$ cat config.mk
export PLATFORM = sky130hd
export DESIGN_NAME = i2c_target_regs
export DESIGN_NICKNAME = d
export VERILOG_FILES = /design/src/rtl/i2c_target_regs.sv
export SDC_FILE = /design/constraint.sdc
export NUM_CORES = 1
export LEC_CHECK = 0
export ABC_AREA = 0
export BUFFER_PORTS_ARGS = -buffer_cell sky130_fd_sc_hd__buf_4
export CORE_MARGIN = 8
export CORE_UTILIZATION = 25
export CTS_BUF_LIST = sky130_fd_sc_hd__clkbuf_8
export CTS_CLUSTER_SIZE = 20
export DETAILED_ROUTE_END_ITERATION = 8
export GPL_TIMING_DRIVEN = 0
export PLACE_DENSITY_LB_ADDON = 0.08
export RECOVER_POWER = 100
export SYNTH_ARGS = -nofsm -noshare
export SYNTH_HDL_FRONTEND = slang
export SYNTH_SLANG_ARGS = --single-unit
$ cat constraint.sdc
create_clock -name clk -period 3.05 [get_ports clk]
set_clock_uncertainty 0.1 [all_clocks]
set_input_delay 0.915 -clock clk [delete_from_list [all_inputs] [get_ports clk]]
set_output_delay 0.915 -clock clk [all_outputs]
set_load 0.05 [all_outputs]
$ cat src/rtl/i2c_target_regs.sv
// i2c_target_regs: system-clocked I2C target with a four-entry register map.
// SCL/SDA are oversampled on clk, START/STOP and SCL edges are found from the
// synchronized levels, and SDA is only ever pulled low through sda_oe.
module i2c_target_regs #(
    parameter logic [6:0] ADDR     = 7'h2A,
    parameter logic [7:0] RST_CTRL = 8'h00
) (
    input  logic       clk,
    input  logic       rst_n,
    input  logic       scl_in,
    input  logic       sda_in,
    output logic       sda_oe,
    input  logic [7:0] status_in,
    output logic [7:0] ctrl_out,
    output logic       wr_strobe,
    output logic [1:0] wr_addr,
    output logic       busy
);

    typedef enum logic [3:0] {
        S_IDLE,
        S_ADDR,
        S_ADDR_ACK,
        S_PTR,
        S_PTR_ACK,
        S_WDATA,
        S_WDATA_ACK,
        S_RDATA,
        S_RDATA_ACK
    } state_t;

    // Bit 0 is the first synchronizer stage, bit 1 the synchronized level,
    // bit 2 the previous synchronized level used for edge detection.
    logic [2:0] scl_sync_q, scl_sync_d;
    logic [2:0] sda_sync_q, sda_sync_d;

    state_t     state_q, state_d;
    logic [3:0] bit_cnt_q, bit_cnt_d;
    logic [7:0] shift_q, shift_d;
    logic [1:0] ptr_q, ptr_d;
    logic [7:0] reg0_q, reg0_d;
    logic [7:0] reg1_q, reg1_d;
    logic [7:0] reg2_q, reg2_d;
    logic       ack_phase_q, ack_phase_d;
    logic       sda_oe_q, sda_oe_d;
    logic       wr_strobe_q, wr_strobe_d;
    logic [1:0] wr_addr_q, wr_addr_d;
    logic       busy_q, busy_d;

    logic       scl_rise, scl_fall, scl_high;
    logic       start_det, stop_det;
    logic       sda_bit;
    logic       last_bit;
    logic [7:0] byte_in;
    logic [7:0] rd_data;

    // Shift the raw pin levels into the synchronizer chains.
    always_comb begin
        scl_sync_d = {scl_sync_q[1:0], scl_in};
        sda_sync_d = {sda_sync_q[1:0], sda_in};
    end

    // Synchronizers reset to the idle-bus level so no false edge follows reset.
    always_ff @(posedge clk or negedge rst_n) begin
        if (!rst_n) begin
            scl_sync_q <= 3'b111;
            sda_sync_q <= 3'b111;
        end else begin
            scl_sync_q <= scl_sync_d;
            sda_sync_q <= sda_sync_d;
        end
    end

    // Decode bus events from synchronized levels and select the read source.
    always_comb begin
        scl_rise  = scl_sync_q[1] & ~scl_sync_q[2];
        scl_fall  = ~scl_sync_q[1] & scl_sync_q[2];
        scl_high  = scl_sync_q[1] & scl_sync_q[2];
        start_det = scl_high & ~sda_sync_q[1] & sda_sync_q[2];
        stop_det  = scl_high & sda_sync_q[1] & ~sda_sync_q[2];
        sda_bit   = sda_sync_q[1];
        last_bit  = (bit_cnt_q == 4'd7);
        byte_in   = {shift_q[6:0], sda_bit};
        case (ptr_q)
            2'd0:    rd_data = reg0_q;
            2'd1:    rd_data = reg1_q;
            2'd2:    rd_data = reg2_q;
            default: rd_data = status_in;
        endcase
    end

    // Protocol state machine: STOP/START override any bit-level activity.
    always_comb begin
        state_d     = state_q;
        bit_cnt_d   = bit_cnt_q;
        shift_d     = shift_q;
        ptr_d       = ptr_q;
        reg0_d      = reg0_q;
        reg1_d      = reg1_q;
        reg2_d      = reg2_q;
        ack_phase_d = ack_phase_q;
        sda_oe_d    = sda_oe_q;
        wr_strobe_d = 1'b0;
        wr_addr_d   = wr_addr_q;
        busy_d      = busy_q;

        if (stop_det) begin
            state_d     = S_IDLE;
            sda_oe_d    = 1'b0;
            busy_d      = 1'b0;
            bit_cnt_d   = 4'd0;
            ack_phase_d = 1'b0;
        end else if (start_det) begin
            state_d     = S_ADDR;
            sda_oe_d    = 1'b0;
            busy_d      = 1'b1;
            bit_cnt_d   = 4'd0;
            ack_phase_d = 1'b0;
        end else begin
            unique case (state_q)
                S_IDLE: begin
                end

                S_ADDR: begin
                    if (scl_rise) begin
                        shift_d   = byte_in;
                        bit_cnt_d = bit_cnt_q + 4'd1;
                        if (last_bit) begin
                            bit_cnt_d   = 4'd0;
                            ack_phase_d = 1'b0;
                            if (byte_in[7:1] == ADDR) begin
                                state_d = S_ADDR_ACK;
                            end else begin
                                state_d = S_IDLE;
                            end
                        end
                    end
                end

                S_PTR: begin
                    if (scl_rise) begin
                        shift_d   = byte_in;
                        bit_cnt_d = bit_cnt_q + 4'd1;
                        if (last_bit) begin
                            bit_cnt_d   = 4'd0;
                            ack_phase_d = 1'b0;
                            ptr_d       = byte_in[1:0];
                            state_d     = S_PTR_ACK;
                        end
                    end
                end

                S_WDATA: begin
                    if (scl_rise) begin
                        shift_d   = byte_in;
                        bit_cnt_d = bit_cnt_q + 4'd1;
                        if (last_bit) begin
                            bit_cnt_d   = 4'd0;
                            ack_phase_d = 1'b0;
                            case (ptr_q)
                                2'd0:    reg0_d = byte_in;
                                2'd1:    reg1_d = byte_in;
                                2'd2:    reg2_d = byte_in;
                                default: begin
                                end
                            endcase
                            wr_strobe_d = 1'b1;
                            wr_addr_d   = ptr_q;
                            ptr_d       = ptr_q + 2'd1;
                            state_d     = S_WDATA_ACK;
                        end
                    end
                end

                S_ADDR_ACK, S_PTR_ACK, S_WDATA_ACK: begin
                    if (scl_fall) begin
                        if (!ack_phase_q) begin
                            sda_oe_d    = 1'b1;
                            ack_phase_d = 1'b1;
                        end else begin
                            ack_phase_d = 1'b0;
                            bit_cnt_d   = 4'd0;
                            sda_oe_d    = 1'b0;
                            if (state_q == S_ADDR_ACK && shift_q[0]) begin
                                state_d  = S_RDATA;
                                shift_d  = rd_data;
                                sda_oe_d = ~rd_data[7];
                            end else if (state_q == S_ADDR_ACK) begin
                                state_d = S_PTR;
                            end else begin
                                state_d = S_WDATA;
                            end
                        end
                    end
                end

                S_RDATA: begin
                    if (scl_rise) begin
                        bit_cnt_d = bit_cnt_q + 4'd1;
                    end else if (scl_fall) begin
                        if (bit_cnt_q == 4'd8) begin
                            sda_oe_d    = 1'b0;
                            ptr_d       = ptr_q + 2'd1;
                            bit_cnt_d   = 4'd0;
                            ack_phase_d = 1'b0;
                            state_d     = S_RDATA_ACK;
                        end else begin
                            shift_d  = {shift_q[6:0], 1'b0};
                            sda_oe_d = ~shift_q[6];
                        end
                    end
                end

                S_RDATA_ACK: begin
                    if (!ack_phase_q) begin
                        if (scl_rise) begin
                            if (sda_bit) begin
                                state_d  = S_IDLE;
                                sda_oe_d = 1'b0;
                            end else begin
                                ack_phase_d = 1'b1;
                            end
                        end
                    end else if (scl_fall) begin
                        state_d     = S_RDATA;
                        ack_phase_d = 1'b0;
                        bit_cnt_d   = 4'd0;
                        shift_d     = rd_data;
                        sda_oe_d    = ~rd_data[7];
                    end
                end

                default: begin
                    state_d  = S_IDLE;
                    sda_oe_d = 1'b0;
                end
            endcase
        end
    end

    // State and register file; reset releases SDA without waiting for clk.
    always_ff @(posedge clk or negedge rst_n) begin
        if (!rst_n) begin
            state_q     <= S_IDLE;
            bit_cnt_q   <= 4'd0;
            shift_q     <= 8'h00;
            ptr_q       <= 2'd0;
            reg0_q      <= RST_CTRL;
            reg1_q      <= 8'h00;
            reg2_q      <= 8'h00;
            ack_phase_q <= 1'b0;
            sda_oe_q    <= 1'b0;
            wr_strobe_q <= 1'b0;
            wr_addr_q   <= 2'd0;
            busy_q      <= 1'b0;
        end else begin
            state_q     <= state_d;
            bit_cnt_q   <= bit_cnt_d;
            shift_q     <= shift_d;
            ptr_q       <= ptr_d;
            reg0_q      <= reg0_d;
            reg1_q      <= reg1_d;
            reg2_q      <= reg2_d;
            ack_phase_q <= ack_phase_d;
            sda_oe_q    <= sda_oe_d;
            wr_strobe_q <= wr_strobe_d;
            wr_addr_q   <= wr_addr_d;
            busy_q      <= busy_d;
        end
    end

    assign sda_oe    = sda_oe_q;
    assign ctrl_out  = reg0_q;
    assign wr_strobe = wr_strobe_q;
    assign wr_addr   = wr_addr_q;
    assign busy      = busy_q;

endmodule

; ---- Word level (Yosys, flattened, before mapping)
; Index checks and enable logic that the tools add are counted.
[op_classes]
n_addsub = 2
eq_ne = 49
n_mux = 86
bitwise = 15
n_reduce_logical = 20
[ops]
columns = op, n
row1 = two-way mux 4 bit, 28
row2 = two-way mux 7 bit, 9
row3 = != test 4 bit (second input constant), 13
row4 = two-way mux 1 bit, 32
row5 = one-hot mux 4 bit (7 select lines), 1
row6 = one-hot mux 7 bit (4 select lines), 1
row7 = != test 2 bit (second input constant), 13
row8 = != test 5 bit (second input constant), 5
row9 = one-hot mux 8 bit (3 select lines), 1
row10 = == test 4 x 3 -> 1 bit (second input constant), 5
row11 = AND reduction 6 bit, 3
row12 = two-way mux 2 bit, 8
row13 = one-hot mux 4 bit (4 select lines), 1
row14 = AND reduction 15 bit, 1
row15 = AND reduction 7 bit, 2
row16 = AND reduction 12 bit, 1
row17 = AND reduction 10 bit, 1
row18 = == test 4 x 2 -> 1 bit (second input constant), 2
row19 = == test 4 bit (second input constant), 2
row20 = != test 4 x 1 -> 1 bit (second input constant), 2
row21 = inverter 1 bit, 8
row22 = one-hot mux 1 bit (4 select lines), 2
row23 = AND reduction 8 bit, 1
row24 = AND 1 bit, 7
row25 = other kinds (21), 23
[totals]
ff_bits = 53
input_bits = 12
output_inout_bits = 13
wordCells = 186

; ---- Logic depth before layout (Yosys ltp)
[logic_depth]
depth_word = 9
ltp_mapped = 8
ltp_nobuf = 8

; ---- Worst setup path before layout
; Ideal clock, no wire load.
[synth_path]
path_kind = reg-to-reg
from = reg scl_sync_q[1]
to = reg state_q[1]
setup_ns = 0.094
arrival_ns = 1.969
t_required_ns = 2.856
setup_slack_ns = 0.887
path_stages_with_launch = 8
n_path_buf = 0
period_less_slack_ns = 2.163
cell_sequence = dfstp_2 > ha_1 > nand4b_1 > a32oi_1 > a21oi_1 > nor3_1 > nor2_1 > a211oi_1
[synth_between]
elab_chain_len = 5
word_cells_on_any_way = 26
classes_between = 15 x eq/ne / 2 x mux / 8 x bitwise / 1 x reduce/logical
[synth_lines]
columns = item, line_no
row1 = from (decl), 34  ; logic [2:0] scl_sync_q, scl_sync_d;
row2 = from (signal assigned), 69  ; scl_sync_q <= scl_sync_d;
row3 = AND 1 bit, 78  ; scl_high = scl_sync_q[1] & scl_sync_q[2];
row4 = "AND 1 bit, on equally long branches (2 in a row)", "79, 80"
row5 = != test 5 bit (no source line) (tied with other cells), --
row6 = AND reduction 15 bit (no source line) or two-way mux 4 bit (tied branches), --
row7 = to (signal assigned), 257  ; state_q <= state_d;
row8 = to (decl), 37  ; state_t state_q, state_d;
; Parallel ways exist; a longest one is shown, timed or not.
; A chain may end at the register's enable or synchronous reset.

; ---- Worst setup path in the final report
[layout_path]
from = reg state_q[2]
to = reg shift_q[4]
[layout_between]
elab_chain_len = 4
word_cells_on_any_way = 23
classes_between = 17 x eq/ne / 1 x mux / 5 x reduce/logical
[layout_lines]
columns = item, line_no
row1 = == test 4 x 2 -> 1 bit (tied with other cells), "120, 184"
row2 = OR reduction 3 bit (tied with other cells), 120  ; unique case (state_q)
row3 = != test 2 bit (no source line) (tied with other cells), --
row4 = AND reduction 12 bit (no source line), --
row5 = to (signal assigned), 259  ; shift_q <= shift_d;
row6 = to (decl), 39  ; logic [7:0] shift_q, shift_d;
; Parallel ways exist; a longest one is shown, timed or not.

==> results.cfg <==
[run_status]
status = finished, final reports clean

[power_and_ir_drop]
p_leak_nw = 1.45
vdd_ir_drop_max_mv = 0.228
cellPowerDensity_nw_per_um2 = 775
p_sw_frac = 0.456
pwr-share-clk = 0.179
p_sw_mw = 1.18
p_comb_frac = 0.460
power.internal_mw = 1.40
p_seq_frac = 0.360

[sta]
hold_violations = 0
setup_viol = 0
fin_crit_ns = 2.77
drv_slew = 0
rsz0062_at_grt = no
worst_slew_pin_slew_ns = 1.39
fin_crit_sh = 0.909
tns_ns = 0
max_freq_ghz = 0.361
setup_ws_ns = 0.279
max_slew_margin = 0.0736

[worst_setup_path]
cpMaxStageDelayCell = nor4b_2
critical_path.n_buffers_inverters = 1
cp_top_family = simple AND/OR/NAND/NOR gates
cp-end-kind = flop
crit_chain = clkbuf_1 -> nor4b_2 -> a21oi_1 -> o21ai_0 -> nand3_1 -> nor3_2 -> mux2_2
worstPathArrival_ns = 2.89
critPathMaxStageDelay_ns = 0.67
worstPathRequired_ns = 3.17
crit_path_max_fanout = 9
path_class = flop to flop
start_kind = flop

[global_routing]
gr-total-overflow = 0
grt.total_usage = 0.106
grt_pass1_vias = 2317
antenna_found_initial = 0
grt_start_max_net_pins = 54
grt_pass1_wl_um = 13300

[logic_synthesis]
synth_mux_area_frac = 0.134
syn-num-nets = 310
synth-simple-area-share = 0.170
syn_area_um2 = 2940
synth_area_leaders = dfrtp_1 (40%), mux2_2 (13%), dfstp_2 (5.4%)
synth_xor_area_frac = 0.00298
synth_area_leader_cell = dfrtp_1
ys_seq_area_frac = 0.454
yosysUniqueCellTypes = 52
synth_flop_cell = dfrtp_1
ys_seq_elements = 53
synth_fa_ha_area_frac = 0.0383
syn_area_per_cell_um2 = 10.2
synth_top_area_frac = 0.400
yosysWarningCount = 0
synth_top_family_by_area = simple AND/OR/NAND/NOR gates
synth_compound_area_frac = 0.162
syn_inst = 289
synth_edf_count = 0
ys_async_sr_fraction = 1.00

[cts]
postCtsHoldBufs = 0
cts_setup_buffers = 0
cts_buffers = 5
clock_sinks = 53
cts_resized = 0
cts_buffer_depth = 2
clk_pin_slew_ns = 0.10
cts_root_buf = clkbuf_8
cts_tree = yes
cts.htree.levels = 2
insertion_delay_ns = 0.33

[die]
ios = 25
num_rows = 39
fp.dieW_um = 124
start_util = 0.256
dieArea_um2 = 15500
die_h_um = 124
core_um2 = 11500

[layout]
num_antenna_cells = 0
final_common_cell = dfrtp_1
layout-drive-gt1-share = 0.215
layout.nets = 341
mostFrequentLayoutCells = dfrtp_1 (47), mux2_2 (34), nand2_1 (26), nor2_1 (24), clkbuf_1 (22)
areaGrowthSynthToFinish_pct = 13.2
multi_input_comb_area_um2 = 1470
fillers = 1210
area.sequential_um2 = 1330

[detailed_routing]
routed_via_density = 5.04
ant_nets = 0
drtPass1Iterations = 7
wl_per_cell_um = 17.8
route.detailed.drc = 0
vias = 2338
drt-initial-drc-count = 161
drt-total-wl_um = 8260

[place]
gp_congestion = 0.802
place_ws_ns = 0.294
place.port_buffers = 24
hpwl_um = 5770

[run]
cap_violations = 0

[min_path]
hold_path_class = flop to flop
[registers in the layout (all words and copies together), names as in the netlist]
register     count
ctrl_out         8
reg1_q           8
reg2_q           8
shift_q          7
bit_cnt_q        4
state_q          4
scl_sync_q       3
sda_sync_q       3
ptr_q            2
wr_addr          2
ack_phase_q      1
busy             1
sda_oe           1
wr_strobe        1
[metal layers]
layer | vias up | GRT usage | share of wire
met5 | - | 0 | 0
met4 | 0 | 0.0276 | 0.011
met3 | 6 | 0.0238 | 0.044
met2 | 49 | 0.154 | 0.44
met1 | 1158 | 0.154 | 0.51
li1 | 1125 | - | -
[kinds of logic after synthesis]
group,count (synthesis)
DFF,53
adders and majority gates,9
AOI/OAI and AO/OA,71
xor gates and xnor gates,1
muxes,35
buffers and inverters,26
and+or+nand+nor,94
[cell type report]
type,instances,share of cell area
multi-input combinational,210,0.443
sequential,53,0.401
tap,143,0.0538
timing repair buffer,24,0.0387
clock buffer,6,0.0248
buffer,14,0.0207
inverter,12,0.0135
clock inverter,2,0.00489
[synthesized netlist by cell type (2+ instances only)]
cell type / instances
dfrtp_1: 47
mux2_2: 34
nand2_1: 26
nor2_1: 24
a21oi_1: 21
o21ai_0: 16
nand3_1: 13
inv_1: 12
ha_1: 9
a222oi_1: 8
clkbuf_1: 8
dfstp_2: 6
nor3_1: 5
a211oi_1: 4
nor2b_1: 4
a221oi_1: 3
a31oi_1: 3
nand2_2: 3
nand2b_1: 3
o211ai_1: 3
buf_2: 2
buf_4: 2
nand3b_1: 2
o22ai_1: 2
o31ai_1: 2
[final timing paths]
kind | start | endpoint | slack, ns | cells past startpoint
max reg2reg | state_q[2]$_DFFE_PN0P_ | shift_q[4]$_DFFE_PN0P_ | 0.28 | 7
max in group asynchronous | rst_n | state_q[0]$_DFFE_PN0P_ | 1.23 | 1
min | sda_sync_q[0]$_DFF_PN1_ | sda_sync_q[1]$_DFF_PN1_ | 0.27 | 0
max | state_q[2]$_DFFE_PN0P_ | shift_q[4]$_DFFE_PN0P_ | 0.28 | 7
min in group asynchronous | rst_n | reg1_q[2]$_DFFE_PN0P_ | 0.79 | 1
min reg2reg | sda_sync_q[0]$_DFF_PN1_ | sda_sync_q[1]$_DFF_PN1_ | 0.27 | 0
[power by group through the flow]
stage | Sequential, mW | Combinational (mW) | Clock (mW)
floorplan | 0.930 | 0.858 | 0
global placement | 0.948 | 1.21 | 0
detailed placement | 0.947 | 1.20 | 0
CTS | 0.935 | 1.21 | 0.484
global route | 0.948 | 1.32 | 0.508
finish | 0.929 | 1.19 | 0.462
[through the flow]
step	cell area, µm²	hold slack [ns]	instances	utilization	total power, mW
6_report	3330	0.267	464	0.290	2.58
5_1_grt	3330	0.272	464	0.290	2.77
4_1_cts	3400	0.264	464	0.296	2.62
3_5_place_dp	3300	0.248	456	0.288	2.15
3_3_place_gp	3300	0.246	456	0.288	2.16
2_1_floorplan	2940	0.245	289	-	1.79
(Power assumes the default switching activity.)
